## src/rtl/tusca_pkg.sv

```systemverilog
// Shared definitions for the DHT11 measurement sequencer: state codes and default parameters.
// Latency: none (declarations only).
// Backpressure: not applicable.
package tusca_pkg;

  // State codes are visible on db_estado, so the numeric values are part of the interface.
  typedef enum logic [3:0] {
    INICIAL       = 4'd0,
    CONFIG        = 4'd1,
    MEDE          = 4'd2,
    ESPERA_MEDIDA = 4'd3,
    TRANSMITE     = 4'd4,
    ESPERA_TX     = 4'd5,
    PROXIMO       = 4'd6,
    DELAY         = 4'd7
  } estado_t;

  // Defaults assume a 50 MHz clock: 2 s between rounds, 1 s per measurement attempt.
  localparam int N_CANAIS_PADRAO       = 2;
  localparam int PERIODO_DELAY_PADRAO  = 100_000_000;
  localparam int TIMEOUT_PADRAO        = 50_000_000;
  localparam int MAX_TENTATIVAS_PADRAO = 3;

  // Bits needed to hold 0..valor-1, never less than one bit.
  function automatic int largura(input int valor);
    return (valor > 1) ? $clog2(valor) : 1;
  endfunction

endpackage

```

## src/rtl/tusca_contador_m.sv

```systemverilog
// Saturating up-counter over 0..MODULO-1 with synchronous clear, enable and terminal flag.
// Latency: fim rises in the cycle the stored value equals MODULO-1 (registered value, no input path).
// Backpressure: none; holds at MODULO-1 instead of wrapping.
module tusca_contador_m
  import tusca_pkg::*;
#(
  parameter int MODULO = 10
) (
  input  logic clock,
  input  logic reset,
  input  logic limpa,
  input  logic conta,
  output logic fim
);

  localparam int            W      = largura(MODULO);
  localparam logic [W-1:0]  ULTIMO = W'(MODULO - 1);

  logic [W-1:0] valor;

  // Count up while enabled, stopping at the terminal value; clear has priority.
  always_ff @(posedge clock) begin
    if (reset || limpa) begin
      valor <= '0;
    end else if (conta && (valor != ULTIMO)) begin
      valor <= valor + W'(1);
    end
  end

  assign fim = (valor == ULTIMO);

endmodule

```

## src/rtl/tusca_sequenciador.sv

```systemverilog
// Round-robin DHT11 sequencer: measures each channel with retries and timeout, transmits results, idles between rounds.
// Latency: outputs decoded from registered state/channel, one cycle after the causing input edge.
// Backpressure: waits indefinitely for pronto_transmissao and pronto_config; measurements bounded by TIMEOUT.
module tusca_sequenciador
  import tusca_pkg::*;
#(
  parameter  int N_CANAIS       = N_CANAIS_PADRAO,
  parameter  int PERIODO_DELAY  = PERIODO_DELAY_PADRAO,
  parameter  int TIMEOUT        = TIMEOUT_PADRAO,
  parameter  int MAX_TENTATIVAS = MAX_TENTATIVAS_PADRAO,
  localparam int CW             = largura(N_CANAIS)
) (
  input  logic                clock,
  input  logic                reset,
  input  logic                start,
  input  logic                parar,
  input  logic                definir_config,
  input  logic                pronto_config,
  input  logic                pronto_medida,
  input  logic                erro_medida,
  input  logic                pronto_transmissao,
  output logic [N_CANAIS-1:0] medir,
  output logic [CW-1:0]       canal,
  output logic                receber_config,
  output logic                transmite_medida,
  output logic [N_CANAIS-1:0] erro_canal,
  output logic                ocupado,
  output logic [3:0]          db_estado
);

  localparam int            TW              = largura(MAX_TENTATIVAS);
  localparam logic [CW-1:0] CANAL_FINAL     = CW'(N_CANAIS - 1);
  localparam logic [TW-1:0] TENTATIVA_FINAL = TW'(MAX_TENTATIVAS - 1);

  estado_t       estado;
  estado_t       proximo;
  logic [TW-1:0] tentativa;
  logic          parar_pendente;

  logic          fim_timeout;
  logic          fim_delay;
  logic          limpa_timeout;
  logic          conta_timeout;
  logic          limpa_delay;
  logic          conta_delay;

  logic          falha;
  logic          ultima_tentativa;
  logic          ultimo_canal;
  logic          encerrar;
  logic          em_rodada;

  // A timed-out attempt is treated exactly like an explicit sensor error.
  assign falha            = erro_medida | fim_timeout;
  assign ultima_tentativa = (tentativa == TENTATIVA_FINAL);
  assign ultimo_canal     = (canal == CANAL_FINAL);
  // A stop request arriving in PROXIMO itself is honoured immediately.
  assign encerrar         = parar_pendente | parar;
  assign em_rodada        = (estado == MEDE) || (estado == ESPERA_MEDIDA) ||
                            (estado == TRANSMITE) || (estado == ESPERA_TX) ||
                            (estado == PROXIMO);

  // Counter controls come only from the state register.
  assign limpa_timeout = (estado == MEDE);
  assign conta_timeout = (estado == ESPERA_MEDIDA);
  assign limpa_delay   = (estado == PROXIMO);
  assign conta_delay   = (estado == DELAY);

  tusca_contador_m #(
    .MODULO (TIMEOUT)
  ) u_timeout (
    .clock  (clock),
    .reset  (reset),
    .limpa  (limpa_timeout),
    .conta  (conta_timeout),
    .fim    (fim_timeout)
  );

  tusca_contador_m #(
    .MODULO (PERIODO_DELAY)
  ) u_delay (
    .clock  (clock),
    .reset  (reset),
    .limpa  (limpa_delay),
    .conta  (conta_delay),
    .fim    (fim_delay)
  );

  // State register.
  always_ff @(posedge clock) begin
    if (reset) begin
      estado <= INICIAL;
    end else begin
      estado <= proximo;
    end
  end

  // Next-state selection.
  always_comb begin
    proximo = estado;
    case (estado)
      INICIAL: begin
        if (definir_config) begin
          proximo = CONFIG;
        end else if (start) begin
          proximo = MEDE;
        end
      end
      CONFIG: begin
        if (pronto_config) begin
          proximo = INICIAL;
        end
      end
      MEDE: begin
        proximo = ESPERA_MEDIDA;
      end
      ESPERA_MEDIDA: begin
        if (pronto_medida) begin
          proximo = TRANSMITE;
        end else if (falha) begin
          proximo = ultima_tentativa ? PROXIMO : MEDE;
        end
      end
      TRANSMITE: begin
        proximo = ESPERA_TX;
      end
      ESPERA_TX: begin
        if (pronto_transmissao) begin
          proximo = PROXIMO;
        end
      end
      PROXIMO: begin
        if (encerrar) begin
          proximo = INICIAL;
        end else if (ultimo_canal) begin
          proximo = DELAY;
        end else begin
          proximo = MEDE;
        end
      end
      DELAY: begin
        if (parar) begin
          proximo = INICIAL;
        end else if (definir_config) begin
          proximo = CONFIG;
        end else if (fim_delay) begin
          proximo = MEDE;
        end
      end
      default: begin
        proximo = INICIAL;
      end
    endcase
  end

  // Outputs decoded from the state register and the registered channel index.
  always_comb begin
    medir            = '0;
    receber_config   = 1'b0;
    transmite_medida = 1'b0;
    ocupado          = 1'b1;
    db_estado        = estado;
    case (estado)
      INICIAL: begin
        ocupado = 1'b0;
      end
      CONFIG: begin
        ocupado        = 1'b0;
        receber_config = 1'b1;
      end
      MEDE: begin
        medir[canal] = 1'b1;
      end
      TRANSMITE: begin
        transmite_medida = 1'b1;
      end
      default: begin
      end
    endcase
  end

  // Channel index, attempt count and per-channel failure flags.
  always_ff @(posedge clock) begin
    if (reset) begin
      canal      <= '0;
      tentativa  <= '0;
      erro_canal <= '0;
    end else begin
      case (estado)
        INICIAL: begin
          if (!definir_config && start) begin
            canal     <= '0;
            tentativa <= '0;
          end
        end
        ESPERA_MEDIDA: begin
          if (pronto_medida) begin
            erro_canal[canal] <= 1'b0;
          end else if (falha) begin
            if (ultima_tentativa) begin
              erro_canal[canal] <= 1'b1;
            end else begin
              tentativa <= tentativa + TW'(1);
            end
          end
        end
        PROXIMO: begin
          tentativa <= '0;
          if (encerrar || ultimo_canal) begin
            canal <= '0;
          end else begin
            canal <= canal + CW'(1);
          end
        end
        default: begin
        end
      endcase
    end
  end

  // Stop requests during a round wait here until the current channel finishes.
  always_ff @(posedge clock) begin
    if (reset) begin
      parar_pendente <= 1'b0;
    end else if (proximo == INICIAL) begin
      parar_pendente <= 1'b0;
    end else if (parar && em_rodada) begin
      parar_pendente <= 1'b1;
    end
  end

endmodule

```

## config.mk

```make
export PLATFORM = sky130hd
export DESIGN_NAME = tusca_sequenciador
export DESIGN_NICKNAME = d
export VERILOG_FILES = /design/src/rtl/tusca_pkg.sv /design/src/rtl/tusca_contador_m.sv /design/src/rtl/tusca_sequenciador.sv
export SDC_FILE = /design/constraint.sdc
export NUM_CORES = 1
export LEC_CHECK = 0
export ABC_AREA = 1
export CAP_MARGIN = 30
export CORE_MARGIN = 4
export CORE_UTILIZATION = 65
export DETAILED_ROUTE_END_ITERATION = 8
export GPL_ROUTABILITY_DRIVEN = 0
export PLACE_DENSITY = 0.89
export SYNTH_ARGS = -nofsm -noshare
export SYNTH_HDL_FRONTEND = slang
export SYNTH_SLANG_ARGS = --single-unit
```

## constraint.sdc

```tcl
create_clock -name clock -period 3.3 [get_ports clock]
set_input_delay 0.66 -clock clock [delete_from_list [all_inputs] [get_ports clock]]
set_output_delay 0.66 -clock clock [all_outputs]
set_load 0.1 [all_outputs]
```

==> out/metrics.csv, run 1 <==
stage,metric,value,unit
setup_path,cp-start-kind,register,
floorplan,chipWidth,86.4,um
setup_path,r2r_setup_slack,1.23,ns
finish,final_area,4440,um2
finish,antenna_cells,0,
route,via_count,4307,
clocking,cts_htree_levels,3,
route,via_per_inst,5.70,
setup_path,setup.worst_path.class,reg2out,
finish,n_fill_cell,464,
synth,ys_ff_latch,63,
clocking,cts_hold_buffers,0,
placement,io_buffers,20,
grt,grt_pass1_wl,17800,um
floorplan,core_area,5960,um2
clocking,cts.sinks,63,
synth,ys_types,34,
placement,placed_cell_area,4200,um2
finish,fin_nets,688,
grt,grt_pass1_vias,3948,
setup_path,r2r_start,u_delay.valor[0],
synth,yosysWarnings,0,
route,dr.pass1.iters,7,
grt,grt_max_degree,26,
floorplan,num_rows,28,
clocking,numCtsBuffers,9,
finish,drive_gt1_share,8.81,%
pwr,p_per_area,382,nW/um2
synth,syn_area,3990,um2
timing,setup_violations,0,
timing,max_freq,0.443,GHz
floorplan,dieArea,7460,um2
pwr,p_sw,0.000383,W
timing,fin_skew,0.0101,ns
grt,grt-ovfl-total,0,
worst_hold_path,worstHoldPathCells,2,
setup_path,worst_ep_required_time,2.64,ns
synth,syn_area_per_cell,6.09,um2
synth,synth_edf_count,0,
worst_hold_path,hold_path.class,reg2reg,
route,drt-total-wl,10300,um
placement,dp_slack,1.15,ns
setup_path,r2r_end,u_delay.valor[4],
timing,final_hold_viol_count,0,
timing,timing.final.crit_share,68.4,%
pwr,p_comb_share,5.5,%
setup_path,endpoint_kind,primary output,
setup_path,cp_max_fo,9,
clocking,tritoncts,yes,
job,max_cap_violations,0,
clocking,clockBufferDepth,2,
clocking,cts-root-buf,clkbuf_8,
pwr,swShare,22.6,%
pwr,p_leak,1.66,nW
route,drtIter0Drc,445,
setup_path,cp.arrival,1.60,ns
finish,mostFrequentLayoutCell,nand2_1,
grt,grt_usage,29.0,%
pwr,pwr-share-seq,45.3,%
synth,syn-num-nets,668,
synth,yosysSeqAreaShare,31.6,%
floorplan,io_pins,21,
finish,synthToLayoutAreaGrowth,11.2,%
timing,slew_viol_final,0,
timing,setup_tns,0,ns
status,status,completed,
synth,syn_inst,656,
synth,ys.flop_type,dfxtp_1,
timing,whs,0.454,ns
floorplan,die_y,86.4,um
clocking,cts_resized,0,
finish,layout_common_cells,"208 x nand2_1, 89 x nor2_1, 74 x inv_1",
clocking,insertion_delay,0.34,ns
setup_path,worstRegToRegCells,11,
timing,rsz0062_at_grt,false,
route,drc,0,
placement,place_hpwl,7280,um
clocking,post-cts-setup-buffers,0,
pwr,clkPwrFrac,49.2,%
pwr,ir_drop,288,uV
synth,async_flop_share,0,%
route,wl_per_cell,13.6,um
route,antenna_left,0,
grt,antenna_found_initial,0,
pwr,intPower,0.00131,W
timing,min_period,2.26,ns
timing,finalWorstSetupSlack,1.04,ns
floorplan,start_util,67.1,%
clocking,clkTransAtPathRegs,0.07,ns
metrics by stage:
stage	instances	util, %	power (W)
finish	756	74.6	0.00170
global route	756	74.6	0.00173
detailed placement	740	70.4	0.000877
floorplan	656	-	0.000848
global placement	740	70.4	0.000874
CTS	756	74.6	0.00170
area by class of cell:
cell class              count  area (um2)  area share, %
repair buffers             22         185           4.17
well taps                  75        93.8           2.11
inverters                  85         322           7.24
clock inverters             5         105           2.37
flip-flops and latches     63        1260           28.4
multi-input cells         495        2330           52.5
clock buffers              11         141           3.18
sequential cells by signal (all words and copies together), names as in the netlist, named ones only:
signal           flops
canal                1
parar_pendente       1
u_delay.valor       27
db_estado            4
tentativa            2
u_timeout.valor     26
logic make-up after synthesis:
kind of cell               Yosys count  synth area share, %
AOI/OAI and AO/OA                   71                 9.21
xor gates and xnor gates            23                 5.04
adders and majority gates            3                0.940
buffers and inverters               98                 10.2
DFF                                 63                 31.6
other                                1               0.0939
and+or+nand+nor                    397                 43.0
metal layers:
metal	vias up	global-route usage, %	part of all wire (%)
met5	-	0	0
met2	223	47.1	45
met1	1943	37.6	45
met4	0	13.7	2.1
li1	2107	-	-
met3	34	4.56	8.1
synthesized netlist by cell type (4+ instances only):
cell / n / area [um2]
nand3b_1: 4 / 30.0
nand2_1: 208 / 781
nor2_2: 7 / 43.8
xnor2_1: 6 / 52.6
o21ai_0: 14 / 70.1
nand4_1: 16 / 100
xor2_1: 17 / 149
nor2_1: 90 / 338
inv_2: 8 / 30.0
buf_2: 5 / 25.0
a21oi_1: 47 / 235
inv_1: 74 / 278
dfxtp_1: 63 / 1260
nand3_1: 31 / 155
nor3_2: 4 / 40.0
nand2_2: 5 / 31.3
nor3_1: 22 / 110
o21ai_1: 5 / 25.0
worst max-delay path, stage by stage, from the launching register on:
cell,delay (ns)
dfxtp_1,0.41
inv_1,0.22
nand3_1,0.20
nor2_1,0.13
buf_4,0.30
how the worst max path moves through the flow:
stage	from	endpoint	slack [ns]	cells after the start
2_1_floorplan	db_estado[1]	medir[0]	0.02	2
3_3_place_gp	reset	u_timeout.valor[5]	1.21	6
3_5_place_dp	reset	u_timeout.valor[0]	1.15	6
4_1_cts	db_estado[0]	medir[0]	1.03	4
5_1_grt	db_estado[0]	medir[0]	0.96	4
6_report	db_estado[0]	medir[0]	1.04	4
power groups by stage:
stage / sequential [W] / clock, W / combinational [W]
2_1_floorplan: 0.000797 / 0 / 0.0000511
3_3_place_gp: 0.000785 / 0 / 0.0000898
3_5_place_dp: 0.000785 / 0 / 0.0000920
4_1_cts: 0.000767 / 0.000840 / 0.0000925
5_1_grt: 0.000768 / 0.000863 / 0.000102
6_report: 0.000767 / 0.000834 / 0.0000940
Note: power is estimated with default switching activity, not from simulation.
==> run 2: changes to the inputs <==
--- a/config.mk
+++ b/config.mk
@@ -8,10 +8,10 @@
 export ABC_AREA = 1
 export CAP_MARGIN = 30
 export CORE_MARGIN = 4
-export CORE_UTILIZATION = 65
+export CORE_UTILIZATION = 55
 export DETAILED_ROUTE_END_ITERATION = 8
 export GPL_ROUTABILITY_DRIVEN = 0
-export PLACE_DENSITY = 0.89
+export PLACE_DENSITY = 0.81
 export SYNTH_ARGS = -nofsm -noshare
 export SYNTH_HDL_FRONTEND = slang
 export SYNTH_SLANG_ARGS = --single-unit
==> constraint.sdc (replaced) <==
create_clock -name clock -period 2 [get_ports clock]
set_input_delay 0.4 -clock clock [delete_from_list [all_inputs] [get_ports clock]]
set_output_delay 0.4 -clock clock [all_outputs]
set_load 0.1 [all_outputs]
==> run 2 against run 1 <==
Die area rose by 16%. Via count fell by 4.9%. Total power rose by 54%. Count of clock-buffer cells in the layout rose by 2. Clock skew fell by 0.0014 ns. First-iteration DRC count fell by 27%. Global-route usage fell by 5.9 points. Combinational power rose by 80%. Final cell count rose by 3.7%. Critical path depth did not move. Largest power group is now registers.
==> out/metrics.csv, run 2 (synthesis gave the netlist of run 1 again) <==
stage,metric,value,unit,change
floorplan,start_util,57.8,%,-9.2 points
clocking,post-cts-setup-buffers,0,,unchanged
timing,rsz0062_at_grt,false,,
timing,slew_viol_final,0,,unchanged
setup_path,crit_family,simple AND/OR/NAND/NOR gates,,
setup_path,cp.arrival,1.48,ns,-0.12 ns
setup_path,cp_slowest_cell,dfxtp_2,,
pwr,p_per_area,567,nW/um2,+48%
timing,final_hold_viol_count,0,,unchanged
placement,place_hpwl,7450,um,+2.4%
status,status,completed,,
timing,fin_skew,0.00870,ns,-0.00135 ns
pwr,p_leak,1.70,nW,+2.3%
route,via_per_inst,5.22,,-8.3%
floorplan,die_y,93.2,um,+7.9%
finish,top_register,u_delay.valor,,
floorplan,num_rows,30,,+7.1%
clocking,numCtsBuffers,9,,unchanged
route,drt-total-wl,9660,um,-6.1%
setup_path,critical_path.max_stage_delay,0.38,ns,-0.03 ns
setup_path,cp_max_fo,9,,unchanged
setup_path,r2r_start,u_delay.valor[0],,
timing,setup_violations,0,,unchanged
timing,max_freq,0.533,GHz,
floorplan,chipWidth,93.2,um,+7.9%
route,wl_per_cell,12.3,um,-9.4%
clocking,cts-root-buf,clkbuf_8,,
grt,grt_max_degree,21,,-19%
finish,mostFrequentLayoutCell,nand2_1,,
setup_path,worstRegToRegCells,10,,-1
setup_path,crit_path_end,medir[0],,
setup_path,worst_ep_required_time,1.60,ns,-1.04 ns
finish,final_area,4600,um2,+3.5%
timing,min_period,1.88,ns,
timing,finalWorstSetupSlack,0.123,ns,-0.919 ns
setup_path,setup.worst_path.class,reg2out,,
placement,placed_cell_area,4370,um2,+4.3%
clocking,insertion_delay,0.34,ns,about the same
finish,layout_common_cells,"207 x nand2_1, 87 x nor2_1, 73 x inv_1",,
floorplan,io_pins,21,,unchanged
grt,grt_usage,23.1,%,-5.9 points
finish,antenna_cells,0,,unchanged
grt,grt_pass1_vias,3706,,-6.1%
worst_hold_path,hold_path.class,reg2reg,,
grt,grt_pass1_wl,16400,um,-7.6%
setup_path,critPathBufInv,2,,unchanged
setup_path,r2r_end,u_delay.valor[17],,
timing,timing.final.crit_share,93.8,%,
setup_path,r2r_setup_slack,0.18,ns,-1.05 ns
pwr,ir_drop,380,uV,+32%
clocking,cts_htree_levels,3,,unchanged
route,drtIter0Drc,325,,-27%
setup_path,crit_cells,4,,unchanged
setup_path,critical_path.startpoint,db_estado[0],,
route,via_count,4094,,-4.9%
route,drc,0,,unchanged
pwr,power,0.00261,W,+54%
clocking,clockBufferDepth,2,,unchanged
finish,fin_nets,695,,+1.0%
clocking,clkTransAtPathRegs,0.07,ns,about the same
setup_path,endpoint_kind,primary output,,
grt,grt-ovfl-total,0,,unchanged
setup_path,crit_chain,inv_1 -> nand3_2 -> nor2_4 -> buf_12,,
clocking,cts_hold_buffers,0,,unchanged
route,dr.pass1.iters,5,,-2
job,max_cap_violations,0,,unchanged
clocking,tritoncts,yes,,
finish,n_fill_cell,630,,+36%
placement,dp_slack,0.190,ns,-0.965 ns
setup_path,cp-start-kind,register,,
finish,largest_reg_flops,27,,unchanged
route,antenna_left,0,,unchanged
timing,setup_tns,0,ns,unchanged
finish,drive_gt1_share,11.2,%,+2.4 points
placement,io_buffers,20,,unchanged
floorplan,core_area,6910,um2,+16%
grt,antenna_found_initial,0,,unchanged
finish,synthToLayoutAreaGrowth,15.2,%,
floorplan,dieArea,8690,um2,+16%
clocking,cts.sinks,63,,unchanged
-- run 2: cell types whose count changed in the layout (fill, tap and decap cells not counted), moves of 3 or more --
cell | before | now
dfxtp_2 | 0 | 5
dfxtp_1 | 63 | 58
buf_12 | 0 | 5
nor2_4 | 3 | 6
-- run 2: final cells by class --
| class | count | area, um2 | area share, % |
|---|---|---|---|
| clock inverters | 3 | 40.0 | 0.871 |
| clock buffers | 13 | 169 | 3.67 |
| inverters | 85 | 328 | 7.13 |
| multi-input cells | 495 | 2370 | 51.6 |
| flip-flops and latches | 63 | 1270 | 27.6 |
| repair buffers | 29 | 300 | 6.53 |
| well taps | 96 | 120 | 2.61 |
-- run 2: worst min path at each step --
stage | start | end | cells past startpoint
after global routing | register | register | 2
after CTS | register | register | 2
after detailed placement | register | register | 2
final | register | register | 2
after global placement | register | register | 2
after floorplan | u_delay.valor[5] | u_delay.valor[5] | 2
-- run 2: tightest hold or removal path, stage by stage (launching register included) --
cell     delay, ns
dfxtp_1       0.31
inv_1         0.05
a21oi_1       0.06
-- run 2: power breakdown --
part	internal, W	switching (W)	leakage [nW]
sequential	0.00126	0.00000804	0.510
clock	0.000674	0.000495	0.109
combinational	0.0000564	0.000113	1.08
-- run 2: routing by layer --
| layer | part of all wire, % | GRT usage (%) |
|---|---|---|
| met3 | 7.5 | 4.91 |
| met4 | 1.3 | 6.84 |
| met2 | 45 | 37.1 |
| met1 | 47 | 31.1 |
| met5 | 0 | 0 |
-- run 2: metrics by stage --
step | utilization [%] | hold WS [ns] | instances
2_1_floorplan | - | 0.448 | 656
3_3_place_gp | 63.3 | 0.436 | 768
3_5_place_dp | 63.3 | 0.449 | 768
4_1_cts | 66.4 | 0.460 | 784
5_1_grt | 66.6 | 0.475 | 784
6_report | 66.6 | 0.457 | 784
-- run 2: what timing repair did --
action / 4_1_cts / 5_1_grt
gates resized for setup: 0 / 4
endpoints found under the setup margin: 0 / 5
hold endpoints to repair: 0 / 0
